### config.mk
export PLATFORM = sky130hd
export DESIGN_NAME = bit_serial_adder_flat
export DESIGN_NICKNAME = d
export VERILOG_FILES = /design/src/rtl/bit_serial_adder_pkg.sv /design/src/rtl/bit_serial_adder_if.sv /design/src/rtl/bit_serial_adder_fa_cell.sv /design/src/rtl/bit_serial_adder.sv /design/src/flat_wrapper.sv
export SDC_FILE = /design/constraint.sdc
export NUM_CORES = 1
export LEC_CHECK = 0
export CORE_MARGIN = 2
export CORE_UTILIZATION = 50
export DETAILED_ROUTE_END_ITERATION = 8
export DONT_BUFFER_PORTS = 1
export GPL_TIMING_DRIVEN = 1
export PLACE_DENSITY_LB_ADDON = 0.3
export SLEW_MARGIN = 20
export SYNTH_ARGS = -nofsm -noshare
export SYNTH_HDL_FRONTEND = slang
export SYNTH_SLANG_ARGS = --single-unit
### constraint.sdc
create_clock -name i_clk -period 1.63 [get_ports i_clk]
set_input_delay 0.2445 -clock i_clk [delete_from_list [all_inputs] [get_ports i_clk]]
set_output_delay 0.2445 -clock i_clk [all_outputs]
set_load 0.005 [all_outputs]
### src/rtl/bit_serial_adder_pkg.sv
// Shared definitions for the bit-serial adder and other serial datapath blocks.
package bit_serial_adder_pkg;

  localparam logic [1:0] ST_IDLE = 2'd0;
  localparam logic [1:0] ST_RUN  = 2'd1;
  localparam logic [1:0] ST_DONE = 2'd2;

  typedef enum logic [1:0] {
    IDLE = ST_IDLE,
    RUN  = ST_RUN,
    DONE = ST_DONE
  } state_t;

  // Bits needed to count 0..n-1 (ceil(log2(n))).
  function automatic int unsigned clog2(input int unsigned n);
    int unsigned r;
    r = 0;
    for (int i = 0; i < 32; i++) begin
      if (((n - 1) >> i) != 0) r = 32'(i + 1);
    end
    return r;
  endfunction

endpackage

### src/rtl/bit_serial_adder_if.sv
// Operand/result handshake bundle for the bit-serial adder.
interface bit_serial_adder_if #(
  parameter int unsigned WIDTH = 8
) ();
  logic [WIDTH-1:0] i_a;
  logic [WIDTH-1:0] i_b;
  logic             i_valid;
  logic             o_ready;
  logic [WIDTH-1:0] o_sum;
  logic             o_carry;
  logic             o_valid;
  logic             i_ready;
  logic             o_busy;

  modport master (
    output i_a, i_b, i_valid, i_ready,
    input  o_ready, o_sum, o_carry, o_valid, o_busy
  );

  modport slave (
    input  i_a, i_b, i_valid, i_ready,
    output o_ready, o_sum, o_carry, o_valid, o_busy
  );
endinterface

### src/rtl/bit_serial_adder_fa_cell.sv
// One-bit full-add cell: two half-add stages with the carries OR-ed.
module serial_fa_cell (
  input  logic a,
  input  logic b,
  input  logic cin,
  output logic s,
  output logic co
);
  logic hs1;
  logic hc1;
  logic hc2;

  assign hs1 = a ^ b;
  assign hc1 = a & b;
  assign s   = hs1 ^ cin;
  assign hc2 = hs1 & cin;
  assign co  = hc1 | hc2;
endmodule

### src/rtl/bit_serial_adder.sv
// Streams two operands LSB-first through one full-add cell with a registered
// carry and returns the parallel sum plus carry-out over valid/ready.
module bit_serial_adder
  import bit_serial_adder_pkg::*;
#(
  parameter int unsigned WIDTH = 8
) (
  input  logic               i_clk,
  input  logic               i_rst_n,
  bit_serial_adder_if.slave  bus
);
  localparam int unsigned CW = clog2(WIDTH);

  state_t           state, state_nxt;
  logic [WIDTH-1:0] a_sr, a_sr_nxt;
  logic [WIDTH-1:0] b_sr, b_sr_nxt;
  logic [WIDTH-1:0] sum_sr, sum_sr_nxt;
  logic [WIDTH-1:0] sum_q, sum_nxt;
  logic             carry, carry_nxt;
  logic             cout_q, cout_nxt;
  logic [CW-1:0]    cnt, cnt_nxt;
  logic             ready_q, valid_q, busy_q;
  logic             fa_s, fa_co;

  serial_fa_cell u_fa (
    .a   (a_sr[0]),
    .b   (b_sr[0]),
    .cin (carry),
    .s   (fa_s),
    .co  (fa_co)
  );

  // Next-state and datapath update.
  always_comb begin
    state_nxt  = state;
    a_sr_nxt   = a_sr;
    b_sr_nxt   = b_sr;
    sum_sr_nxt = sum_sr;
    sum_nxt    = sum_q;
    carry_nxt  = carry;
    cout_nxt   = cout_q;
    cnt_nxt    = cnt;
    case (state)
      IDLE: begin
        if (bus.i_valid) begin
          a_sr_nxt  = bus.i_a;
          b_sr_nxt  = bus.i_b;
          carry_nxt = 1'b0;
          cnt_nxt   = '0;
          state_nxt = RUN;
        end
      end
      RUN: begin
        sum_sr_nxt = {fa_s, sum_sr[WIDTH-1:1]};
        carry_nxt  = fa_co;
        a_sr_nxt   = a_sr >> 1;
        b_sr_nxt   = b_sr >> 1;
        cnt_nxt    = cnt + CW'(1);
        if (cnt == CW'(WIDTH - 1)) begin
          sum_nxt   = sum_sr_nxt;
          cout_nxt  = fa_co;
          state_nxt = DONE;
        end
      end
      DONE: begin
        if (bus.i_ready) state_nxt = IDLE;
      end
      default: state_nxt = IDLE;
    endcase
  end

  always_ff @(posedge i_clk or negedge i_rst_n) begin
    if (!i_rst_n) begin
      state   <= IDLE;
      a_sr    <= '0;
      b_sr    <= '0;
      sum_sr  <= '0;
      sum_q   <= '0;
      carry   <= 1'b0;
      cout_q  <= 1'b0;
      cnt     <= '0;
      ready_q <= 1'b1;
      valid_q <= 1'b0;
      busy_q  <= 1'b0;
    end else begin
      state   <= state_nxt;
      a_sr    <= a_sr_nxt;
      b_sr    <= b_sr_nxt;
      sum_sr  <= sum_sr_nxt;
      sum_q   <= sum_nxt;
      carry   <= carry_nxt;
      cout_q  <= cout_nxt;
      cnt     <= cnt_nxt;
      // Status flags are registered copies of the state they decode.
      ready_q <= (state_nxt == IDLE);
      valid_q <= (state_nxt == DONE);
      busy_q  <= (state_nxt == RUN);
    end
  end

  assign bus.o_sum   = sum_q;
  assign bus.o_carry = cout_q;
  assign bus.o_ready = ready_q;
  assign bus.o_valid = valid_q;
  assign bus.o_busy  = busy_q;

endmodule

### src/flat_wrapper.sv
// flat-port wrapper written by rule: the top's interface ports become plain ports
module bit_serial_adder_flat import bit_serial_adder_pkg::*;
#(
  parameter int unsigned WIDTH = 8
)
  (i_clk, i_rst_n, bus_i_a, bus_i_b, bus_i_valid, bus_i_ready, bus_o_ready, bus_o_sum, bus_o_carry, bus_o_valid, bus_o_busy);
  bit_serial_adder_if #(.WIDTH(WIDTH)) bus_i ();
  input  logic i_clk;
  input  logic i_rst_n;
  input wire logic [$bits(bus_i.i_a)-1:0] bus_i_a;
  input wire logic [$bits(bus_i.i_b)-1:0] bus_i_b;
  input wire logic [$bits(bus_i.i_valid)-1:0] bus_i_valid;
  input wire logic [$bits(bus_i.i_ready)-1:0] bus_i_ready;
  output wire logic [$bits(bus_i.o_ready)-1:0] bus_o_ready;
  output wire logic [$bits(bus_i.o_sum)-1:0] bus_o_sum;
  output wire logic [$bits(bus_i.o_carry)-1:0] bus_o_carry;
  output wire logic [$bits(bus_i.o_valid)-1:0] bus_o_valid;
  output wire logic [$bits(bus_i.o_busy)-1:0] bus_o_busy;
  assign bus_i.i_a = bus_i_a;
  assign bus_i.i_b = bus_i_b;
  assign bus_i.i_valid = bus_i_valid;
  assign bus_i.i_ready = bus_i_ready;
  assign bus_o_ready = bus_i.o_ready;
  assign bus_o_sum = bus_i.o_sum;
  assign bus_o_carry = bus_i.o_carry;
  assign bus_o_valid = bus_i.o_valid;
  assign bus_o_busy = bus_i.o_busy;
  bit_serial_adder #(.WIDTH(WIDTH)) u_core (.i_clk(i_clk), .i_rst_n(i_rst_n), .bus(bus_i));
endmodule
==> impl_metrics.tcl <==
set metrics [dict create \
    synth_cell_types 22 \
    cts.sinks 41 \
    yosysWarnings 0 \
    timing.rr.start "u_core.cnt[0]$_DFFE_PN0P_" \
    tightest_slew_ns 0.422 \
    p_clk_share_pct 20.9 \
    synth_top_area_share_pct 58.8 \
    startpoint_type "flip-flop" \
    finalSetupViolations 0 \
    num_antenna_cells 0 \
    vias_per_cell 5.80 \
    max-slew-margin-rel_pct 71.9 \
    r2r_end "u_core.bus.o_sum[3]$_DFFE_PN0P_" \
    max-clock-path-buffers 2 \
    first_global_vias 1157 \
    synthFlopType "dfrtp_1" \
    arrival_ns 1.75 \
    cpMostUsedCell "ha_1" \
    htreeDepth 2 \
    irDropWorstVdd_v 0.000858 \
    hold_viol_final 0 \
    end_kind "flip-flop" \
    num_vias 1137 \
    gp_congestion 0.805 \
    max_stage_delay_ns 0.41 \
    cap_violations 0 \
    antenna_found_initial 0 \
    worstHoldStart "bus_i_a[7]" \
    synthesis.area_um2 1700 \
    core_area_um2 3310 \
    cts_made_buffers 5 \
    fin_crit_ns 1.51 \
    fillers 291 \
    slew_viol_final 0 \
    setup_tns_ns 0 \
    drtIter0Drc 89 \
    syn2layout_area_growth_pct 11.4 \
    wl_um 3210 \
    synth.top_cells.by_count "40 x dfrtp_1, 25 x o22ai_1, 14 x a21oi_1" \
    crit_required_ns 1.88 \
    root_buffer "clkbuf_4" \
    cts_tree "yes" \
    ys_ff_latch 41 \
    holdPathStages 2 \
    grt-ovfl-total 0 \
    avgRoutedWirePerCell_um 16.4 \
    power.density_nw_per_um2 2040 \
    cts_resized 0 \
    grt_pass1_wl_um 5660 \
    crit_slowest_cell "dfrtp_1" \
    critPathKind "reg -> reg" \
    avgSynthCellArea_um2 11.8 \
    first_pass_iters 4 \
    p_sw_uw 1270 \
    nets 172 \
    power_frac_seq_pct 47.9 \
    synth.most_common_cell "dfrtp_1" \
    syn_nets 167 \
    die_h_um 62.3 \
    syn_inst 144 \
    dp_slack_ns 0.134 \
    antenna_left 0 \
    worst_slack_ns 0.122 \
    crit_chain "ha_1, ha_1, nand3b_1, buf_12, mux2_2" \
    grt_max_degree 42 \
    timing.hold.ws_ns 0.0225 \
    grtUsageTotal_pct 18.6 \
    path_max_fanout 13 \
    synth_edf_count 0 \
    rsz0062_at_grt "false" \
    die-area_um2 3890 \
    yosysSeqAreaShare_pct 60.4 \
    die_x_um 62.3 \
    power.internal_uw 2600 \
    outcome "completed" \
    combPwrFrac_pct 31.2 \
    fin_skew_ns 0.00354 \
    worst_setup_hold_path_clk_slew_ns 0.12 \
    yosys.area.top_type "dfrtp_1" \
    max_freq_ghz 0.663 \
    final.period_utilization_pct 92.5 \
    hold_end "u_core.a_sr[7]$_DFFE_PN0P_" \
    rows 21 \
    synth_area_leaders "dfrtp_1 59%, o22ai_1 9.2%, mux2_2 8.6%, a21oi_1 4.1%, o21ai_0 2.4%" \
    start_util_pct 51.4 \
    swShare_pct 32.8 \
    io_buffers 0 \
    leakage_uw 0.000841 \
    io_pins 32 \
    insertion_delay_ns 0.35 \
    drc_errors 0 \
    ff2ff_setup_slack_ns 0.12 \
    final_layout_size_suffix_gt1_share_pct 19.3 \
    hold_class "in -> reg" \
    rr_worst_depth 5 \
    dp.final_hpwl_um 2190 \
    async_flop_share_pct 100 \
]
[layer usage]
layer  up-vias  track usage (%)  wire (um)
met1       557             25.0       1450
met4         0             5.83         51
met5         -                0          0
met3         5             6.88        205
met2        35             28.4       1500
li1        540                -          -
[cell usage in the layout (no fill, tap or decap), types with 2 or more instances in the layout]
cell type / instances
o22ai_1: 25
clkbuf_4: 5
nor2_1: 4
buf_12: 2
inv_1: 5
ha_1: 2
bufinv_16: 2
mux2_2: 13
a22o_1: 2
buf_4: 4
o21ai_0: 8
a21oi_1: 14
dfrtp_1: 40
nand2b_1: 4
nand2_1: 9
a2bb2oi_1: 2
[through the flow]
stage | util (%) | instances | instance area [um2] | total power, uW
floorplan | - | 144 | 1700 | 2740
global placement | 53.3 | 186 | 1760 | 2960
detailed placement | 53.3 | 186 | 1760 | 3070
CTS | 57.3 | 196 | 1900 | 3900
global route | 57.3 | 196 | 1900 | 4160
finish | 57.3 | 196 | 1900 | 3870
[cell type report]
cell class	count	area, um2	area share (%)
sequential	41	1030	54.2
multi-input combinational	89	609	32.1
timing repair buffer	7	80.1	4.22
clock inverter	3	65.1	3.43
tap	46	57.6	3.04
clock buffer	5	37.5	1.98
inverter	5	18.8	0.990
[worst max-delay path by stage]
stage | start | end | cells past startpoint
2_1_floorplan | u_core.cnt[0]$_DFFE_PN0P_ | u_core.bus.o_sum[2]$_DFFE_PN0P_ | 5
3_3_place_gp | u_core.cnt[0]$_DFFE_PN0P_ | u_core.bus.o_sum[5]$_DFFE_PN0P_ | 5
3_5_place_dp | u_core.cnt[0]$_DFFE_PN0P_ | u_core.bus.o_sum[6]$_DFFE_PN0P_ | 5
4_1_cts | u_core.cnt[0]$_DFFE_PN0P_ | u_core.bus.o_sum[3]$_DFFE_PN0P_ | 5
5_1_grt | u_core.cnt[0]$_DFFE_PN0P_ | u_core.bus.o_sum[3]$_DFFE_PN0P_ | 5
6_report | u_core.cnt[0]$_DFFE_PN0P_ | u_core.bus.o_sum[3]$_DFFE_PN0P_ | 5
[critical path, delay by kind of cell, from the launching register on]
family | cells | cell delay (ns)
multiplexers | 1 | 0.33
buffers and inverters | 1 | 0.15
adder cells (fa/ha/maj) | 2 | 0.38
flip-flops | 1 | 0.41
AND/OR/NAND/NOR | 1 | 0.13
[power by group through the flow]
stage | sequential, uW | combinational [uW] | clock (uW)
after global routing | 1920 | 1370 | 867
after CTS | 1860 | 1220 | 819
final | 1850 | 1210 | 810
after global placement | 1850 | 1110 | 0
after detailed placement | 1880 | 1190 | 0
after floorplan | 1740 | 994 | 0
[cell families (layout without fill, tap and decap cells)]
logic type / after synthesis / count (layout) / synth area share (%)
adders and majority gates: 3 / 3 / 2.65
DFF: 41 / 41 / 60.4
AOI/OAI and AO/OA: 53 / 53 / 18.8
and+or+nand+nor: 20 / 20 / 5.74
buffers and inverters: 14 / 20 / 3.82
muxes: 13 / 13 / 8.60
[repair_timing]
item                                    4_1_cts  5_1_grt
buffers inserted                              0        0
hold buffers                                  2        0
hold endpoints to repair                     41        0
endpoints found under the setup margin        0        0
[flip-flops by register name, indices dropped and copies added (netlist names)]
register,count
u_core.a_sr,8
u_core.b_sr,8
u_core.carry,1
u_core.bus.o_carry,1
u_core.cnt,3
u_core.sum_sr,7
u_core.state,2
u_core.bus.o_busy,1
u_core.bus.o_valid,1
u_core.bus.o_ready,1
u_core.bus.o_sum,8
(Power assumes the default switching activity.)
